$ cat src/rtl/mips_mem_arbiter_pkg.sv
// Shared definitions for the MIPS single-port memory arbiter.
// Holds the width defaults and the response-tracker state encoding.
// The pipeline core can import the same values so both sides agree.
package mips_mem_arbiter_pkg;
  localparam int ADDR_W_DEF       = 10;
  localparam int DATA_W_DEF       = 32;
  localparam int STARVE_LIMIT_DEF = 4;

  // Which requester owns the read data arriving this cycle
  typedef enum logic [1:0] {
    RSP_NONE = 2'd0,
    RSP_F    = 2'd1,
    RSP_D    = 2'd2
  } rsp_state_e;
endpackage

$ cat src/rtl/mips_mem_arbiter_starve_ctr.sv
// mips_starve_ctr: saturating up-counter with synchronous clear.
// Ports:
//   clk, rst  clock and synchronous active-high reset
//   i_inc     count up one (holds once LIMIT is reached)
//   i_clr     return to zero; takes priority over i_inc
//   o_sat     counter currently equals LIMIT
module mips_starve_ctr #(
  parameter int LIMIT = 4,
  parameter int W     = $clog2(LIMIT + 1)
) (
  input  logic clk,
  input  logic rst,
  input  logic i_inc,
  input  logic i_clr,
  output logic o_sat
);
  logic [W-1:0] r_cnt;
  logic         w_sat;

  assign w_sat = (r_cnt == W'(LIMIT));
  assign o_sat = w_sat;

  always_ff @(posedge clk) begin
    if (rst || i_clr)
      r_cnt <= '0;
    else if (i_inc && !w_sat)
      r_cnt <= r_cnt + 1'b1;
  end
endmodule

$ cat src/rtl/mips_mem_arbiter.sv
// mips_mem_arbiter: shares one single-port memory between the fetch and
// data stages of a MIPS pipeline.
// Ports:
//   clk, rst                     clock, synchronous active-high reset
//   f_req/f_addr/f_gnt           fetch read request and acceptance
//   f_rvalid/f_rdata             fetch read response (one cycle after grant)
//   flush                        branch taken: drop fetch grant and response
//   d_req/d_we/d_addr/d_wdata    data load/store request
//   d_gnt, d_rvalid/d_rdata      data acceptance and load response
//   mem_en/mem_we/mem_addr/
//   mem_wdata/mem_rdata          memory port (read data one cycle later)
// Data wins by default; fetch is forced through after STARVE_LIMIT
// consecutive denials. Requests are not buffered.
module mips_mem_arbiter
  import mips_mem_arbiter_pkg::*;
#(
  parameter int ADDR_W       = ADDR_W_DEF,
  parameter int DATA_W       = DATA_W_DEF,
  parameter int STARVE_LIMIT = STARVE_LIMIT_DEF
) (
  input  logic              clk,
  input  logic              rst,
  input  logic              f_req,
  input  logic [ADDR_W-1:0] f_addr,
  output logic              f_gnt,
  output logic              f_rvalid,
  output logic [DATA_W-1:0] f_rdata,
  input  logic              flush,
  input  logic              d_req,
  input  logic              d_we,
  input  logic [ADDR_W-1:0] d_addr,
  input  logic [DATA_W-1:0] d_wdata,
  output logic              d_gnt,
  output logic              d_rvalid,
  output logic [DATA_W-1:0] d_rdata,
  output logic              mem_en,
  output logic              mem_we,
  output logic [ADDR_W-1:0] mem_addr,
  output logic [DATA_W-1:0] mem_wdata,
  input  logic [DATA_W-1:0] mem_rdata
);
  rsp_state_e r_state, w_nxt;
  logic       w_sat, w_f_elig, w_f_gnt, w_d_gnt;

  // Flush and reset both take fetch out of the running for this cycle,
  // so a saturated counter during flush still lets data through.
  assign w_f_elig = f_req && !flush && !rst;
  assign w_f_gnt  = w_f_elig && (w_sat || !d_req);
  assign w_d_gnt  = d_req && !rst && !w_f_gnt;

  mips_starve_ctr #(.LIMIT(STARVE_LIMIT)) u_starve (
    .clk   (clk),
    .rst   (rst),
    .i_inc (f_req && !w_f_gnt),
    .i_clr (flush || w_f_gnt || !f_req),
    .o_sat (w_sat)
  );

  assign f_gnt     = w_f_gnt;
  assign d_gnt     = w_d_gnt;
  assign mem_en    = w_f_gnt || w_d_gnt;
  assign mem_we    = w_d_gnt && d_we;
  assign mem_addr  = w_f_gnt ? f_addr : d_addr;
  assign mem_wdata = d_wdata;
  assign f_rdata   = mem_rdata;
  assign d_rdata   = mem_rdata;

  always_ff @(posedge clk) begin
    if (rst) r_state <= RSP_NONE;
    else     r_state <= w_nxt;
  end

  // Stores complete at grant, so only loads and fetches leave a response
  // owed for the next cycle. Reset gating covers a read caught in flight.
  always_comb begin
    w_nxt    = RSP_NONE;
    f_rvalid = 1'b0;
    d_rvalid = 1'b0;
    if (w_f_gnt)
      w_nxt = RSP_F;
    else if (w_d_gnt && !d_we)
      w_nxt = RSP_D;
    if (!rst) begin
      f_rvalid = (r_state == RSP_F) && !flush;
      d_rvalid = (r_state == RSP_D);
    end
  end
endmodule

$ cat config.mk
export PLATFORM = sky130hd
export DESIGN_NAME = mips_mem_arbiter
export DESIGN_NICKNAME = d
export VERILOG_FILES = /design/src/rtl/mips_mem_arbiter_pkg.sv /design/src/rtl/mips_mem_arbiter_starve_ctr.sv /design/src/rtl/mips_mem_arbiter.sv
export SDC_FILE = /design/constraint.sdc
export NUM_CORES = 1
export LEC_CHECK = 0
export CORE_MARGIN = 3
export CORE_UTILIZATION = 21
export CTS_CLUSTER_SIZE = 20
export DETAILED_ROUTE_END_ITERATION = 8
export PLACE_DENSITY = 0.86
export SETUP_SLACK_MARGIN = 0.15
export SLEW_MARGIN = 20
export SYNTH_ARGS = -nofsm -noshare
export SYNTH_HDL_FRONTEND = slang
export SYNTH_SLANG_ARGS = --single-unit
$ cat constraint.sdc
create_clock -name clk -period 2.2 [get_ports clk]
set_input_delay 0.22 -clock clk [delete_from_list [all_inputs] [get_ports clk]]
set_output_delay 0.22 -clock clk [all_outputs]
set_load 0.02 [all_outputs]
==> parameters.txt <==
Parameter                              Value

Power and ir drop
  Switching fraction of total power ... 0.2433
  Part of the total power dissipated in sequential elements ... 0.224
  Internal power contribution ... 0.0003191 W
  Net switching power ... 0.0001026 W
  Largest vdd supply drop ... 177.7 µV
  Power per standard cell area ... 364.3 nW/µm²
  Leakage power summed over all cells ... 0.4748 nW
  Proportion of power drawn by combinational gates ... 0.369
  Total power consumption of the routed design ... 0.0004216 W
  Relative contribution of the clock network to total power ... 0.407

Cells and area
  Area growth syn-to-layout ... 1.537%
  Seq. cell area ... 102.6 µm²
  Combined area of the multi-input logic cells ... 329.1 µm²
  Ratio of cells with drive above 1 in the final layout ... 0.5253
  Total of fill cells in the finished design ... 557
  Count of antenna diodes in the layout ... 0
  Layout net count ... 192
  Finished layout cell area ... 1157 µm²
  Post-route core utilization ... 0.2238
  Final Instance Count excl. Fillers ... 169

Setup path
  Data arrival time of the worst path ... 1.89 ns
  Critical Path Slowest Stage Cell ... sky130_fd_sc_hd__mux2_2
  Buffering stage count on the worst path with inverters included ... 4
  Delay contributed by the slowest stage of the critical path ... 0.33 ns
  Capturing element type of the critical path ... primary output
  Most common cell on crit path ... sky130_fd_sc_hd__buf_4
  Biggest fanout along the worst timing path ... 7
  Launching element type of the critical path ... flip-flop
  Data required time at the worst endpoint ... 1.98 ns
  Critical path class ... reg2out
  Family with the most delay on the worst path ... buffers and inverters
  CP cell instances ... inv_2 -> ha_4 -> nand2_4 -> a2111oi_4 -> buf_4 -> buf_12 -> mux2_2 -> buf_4

STA
  Hold violation total from the final report ... 0
  Tcrit/Tclk final ... 0.9607
  Max-slew headroom ... 0.7124
  Final Skew ... 0.001193 ns
  Smallest hold slack ... 0.4400 ns
  Clock period minus final worst setup slack ... 2.114 ns
  Actual slew at the worst max-slew pin ... 0.4206 ns
  Max Slew Vio Count ... 0
  Setup repair after global routing missed its margin ... yes
  Peak Freq ... 0.4731 GHz
  Count of endpoints failing setup in the final report ... 0

Clock tree
  Total clock buffers created by CTS ... 3
  CTS Root Cell ... sky130_fd_sc_hd__clkbuf_8
  Post-CTS Hold Buffers ... 0
  Clock tree from TritonCTS ... done
  Post-CTS clock slew at the launch and capture registers of the worst setup and hold paths ... 0.04 ns
  H-tree depth ... 1
  Clock sink total ... 5
  Number of buffers on the longest clock path ... 2
  Latest clock arrival within the worst-skew pair ... 0.22 ns

Synthesis
  Area share of the largest cell type after synthesis ... 0.6323
  Total of flip-flops plus latches after synthesis ... 5
  Area share of fa/ha/maj cells after synthesis ... 0.02195
  Post-synthesis cell type with the largest combined area ... sky130_fd_sc_hd__buf_4
  Xor and xnor fraction of the mapped netlist area ... 0.007684
  Post-synth design cell area ... 1140 µm²
  Count of yosys warnings during synthesis ... 0
  Cells taking the most area after synthesis ... sky130_fd_sc_hd__buf_4 (63%), sky130_fd_sc_hd__dfxtp_1 (8.8%), sky130_fd_sc_hd__mux2_4 (7.9%), sky130_fd_sc_hd__mux2_2 (4.0%), sky130_fd_sc_hd__a2111oi_4 (2.4%)
  Number of unique standard cell types used by synthesis ... 20
  Part of the Yosys area used for sequential elements ... 0.08782
  Multiplexer share of the synthesized area ... 0.1186
  Net count after synthesis ... 225
  Post-synthesis simple-gate area fraction ... 0.05708
  Synthesized instance count ... 133
  Synthesized-area fraction occupied by ao, oa, aoi and oai cells ... 0.05488
  Average footprint of a synthesized cell ... 8.570 µm²
  Main combinational cell family by area after synthesis ... buffers and inverters

Flow run
  # Max-Cap Violations ... 0

Floorplan
  Rows ... 26
  Vert. Die Dim ... 79.68 µm
  Placeable Area ... 5172 µm²
  Initial core utilization ... 0.2204
  Boundary Pins ... 202
  Total Die Area ... 6348 µm²
  Chip Width ... 79.68 µm

Detailed routing
  Iteration-0 DRC Markers ... 14
  Total wire length ... 2274 µm
  Count of unresolved DRC violations after routing ... 0
  Detailed-route vias per instance ... 3.521
  Final routed wire length divided by cell count ... 13.46 µm
  Antenna violation net count after detailed routing ... 0
  Total iterations of the first detailed-routing run ... 2
  Overall via count from detail_route ... 595

Global routing
  Total track usage ... 0.06526
  Via count of the first global-routing pass ... 589
  Maximum number of pins on one net before global-route repair ... 8
  GRT overflow ... 0
  First-pass GRT wire length ... 3001 µm
  Initial antenna violation count ... 0

Place
  Cell area after placement ... 985.9 µm²
  Number of port buffers ... 41
  Detailed placement HPWL ... 1776 µm
  Placed cell count ... 156
  Placer congestion estimate ... 0.6346

Hold path
  Worst hold path type ... in2out

Run status
  Result of the run ... complete, no violations
[cell usage in the layout, fill, tap and decap left out, types with 2 or more instances in the layout]
cell	Yosys	routed
sky130_fd_sc_hd__buf_4	96	17
sky130_fd_sc_hd__buf_6	1	10
sky130_fd_sc_hd__clkbuf_8	0	3
sky130_fd_sc_hd__clkdlybuf4s50_1	0	27
sky130_fd_sc_hd__dfxtp_1	5	3
sky130_fd_sc_hd__dfxtp_2	0	2
sky130_fd_sc_hd__dlygate4sd2_1	0	3
sky130_fd_sc_hd__inv_2	0	2
sky130_fd_sc_hd__mux2_2	4	2
sky130_fd_sc_hd__mux2_4	6	8
sky130_fd_sc_hd__nor2b_1	2	2
sky130_fd_sc_hd__o21ba_2	2	2
[worst register-to-register path, cell delays in order (launching register included)]
cell and delay, ns:
sky130_fd_sc_hd__dfxtp_2 0.32, sky130_fd_sc_hd__inv_2 0.07, sky130_fd_sc_hd__ha_4 0.14, sky130_fd_sc_hd__nand2_4 0.05, sky130_fd_sc_hd__a2111oi_4 0.30, sky130_fd_sc_hd__buf_4 0.18, sky130_fd_sc_hd__clkbuf_16 0.13, sky130_fd_sc_hd__buf_4 0.12
sky130_fd_sc_hd__o21ba_2 0.11
[stage by stage]
step / setup TNS (ns) / setup WS, ns
after floorplan: 0 / 0.3232
after global placement: -1.691 / -0.1778
after detailed placement: -1.797 / -0.2025
after CTS: 0 / 0.03231
after global routing: 0 / 0.006796
final: 0 / 0.08648
[cell type report]
type / count / share of cell area
multi-input combinational: 28 / 0.2843
timing repair buffer: 59 / 0.5027
tap: 70 / 0.07568
sequential: 5 / 0.08865
clock buffer: 4 / 0.03892
inverter: 3 / 0.009730
[synthesized netlist by cell type]
master	count
sky130_fd_sc_hd__nor3b_1	1
sky130_fd_sc_hd__nor2b_1	2
sky130_fd_sc_hd__nand2_2	1
sky130_fd_sc_hd__nor4b_1	1
sky130_fd_sc_hd__ha_1	2
sky130_fd_sc_hd__nand2b_1	2
sky130_fd_sc_hd__and2_1	1
sky130_fd_sc_hd__inv_1	3
sky130_fd_sc_hd__mux2_4	6
sky130_fd_sc_hd__mux2_2	4
sky130_fd_sc_hd__o21ba_2	2
sky130_fd_sc_hd__nand3b_1	1
sky130_fd_sc_hd__xnor2_1	1
sky130_fd_sc_hd__buf_4	96
sky130_fd_sc_hd__buf_6	1
sky130_fd_sc_hd__a31oi_1	1
sky130_fd_sc_hd__a2111oi_4	1
sky130_fd_sc_hd__nor2_1	1
sky130_fd_sc_hd__a2111oi_0	1
sky130_fd_sc_hd__dfxtp_1	5
[registers in the layout (all words and copies together), names as in the netlist]
name            flops
u_starve.r_cnt      3
r_state             2
[routing by layer]
metal | global-route usage | routed length, µm | up-vias | part of all wire
met4 | 0.08076 | 227 | 0 | 0.10
met5 | 0 | 0 | - | 0
met1 | 0.05391 | 657 | 257 | 0.29
met3 | 0.04628 | 391 | 33 | 0.17
li1 | - | - | 258 | -
met2 | 0.09182 | 999 | 47 | 0.44
[cell families after synthesis]
logic type | Yosys count
mux | 10
simple gates | 10
fa+ha+maj | 2
flops | 5
compound gates | 5
buf+inv | 100
xor+xnor | 1
[path summary, 6_finish.rpt]
| check | from | to | slack, ns | depth (start not counted) |
|---|---|---|---|---|
| worst max-delay path | u_starve.r_cnt[0]$_SDFFE_PP0P_ | mem_addr[1] | 0.09 | 8 |
| worst max register to register | u_starve.r_cnt[0]$_SDFFE_PP0P_ | u_starve.r_cnt[0]$_SDFFE_PP0P_ | 0.72 | 8 |
| worst min-delay path | d_wdata[10] | mem_wdata[10] | 0.44 | 0 |
| worst min register to register | u_starve.r_cnt[1]$_SDFFE_PP0P_ | u_starve.r_cnt[1]$_SDFFE_PP0P_ | 0.65 | 3 |
[power groups by stage]
stage / registers [W] / clock network, W / logic, W
after CTS: 0.0000942 / 0.000175 / 0.000156
after detailed placement: 0.0000953 / 0 / 0.000142
after floorplan: 0.0000950 / 0 / 0.000307
final: 0.0000942 / 0.000172 / 0.000156
after global placement: 0.0000952 / 0 / 0.000140
after global routing: 0.0000944 / 0.000181 / 0.000166
[timing repair]
| action | 4_1_cts | 5_1_grt |
|---|---|---|
| hold endpoints to repair | 0 | 0 |
| setup buffers | 4 | 4 |
| pin swaps | 3 | 0 |
| gates resized for setup | 77 | 2 |
| cloned | 1 | 0 |
| setup endpoints to repair | 14 | 12 |
Note: power is estimated with default switching activity, not from simulation.
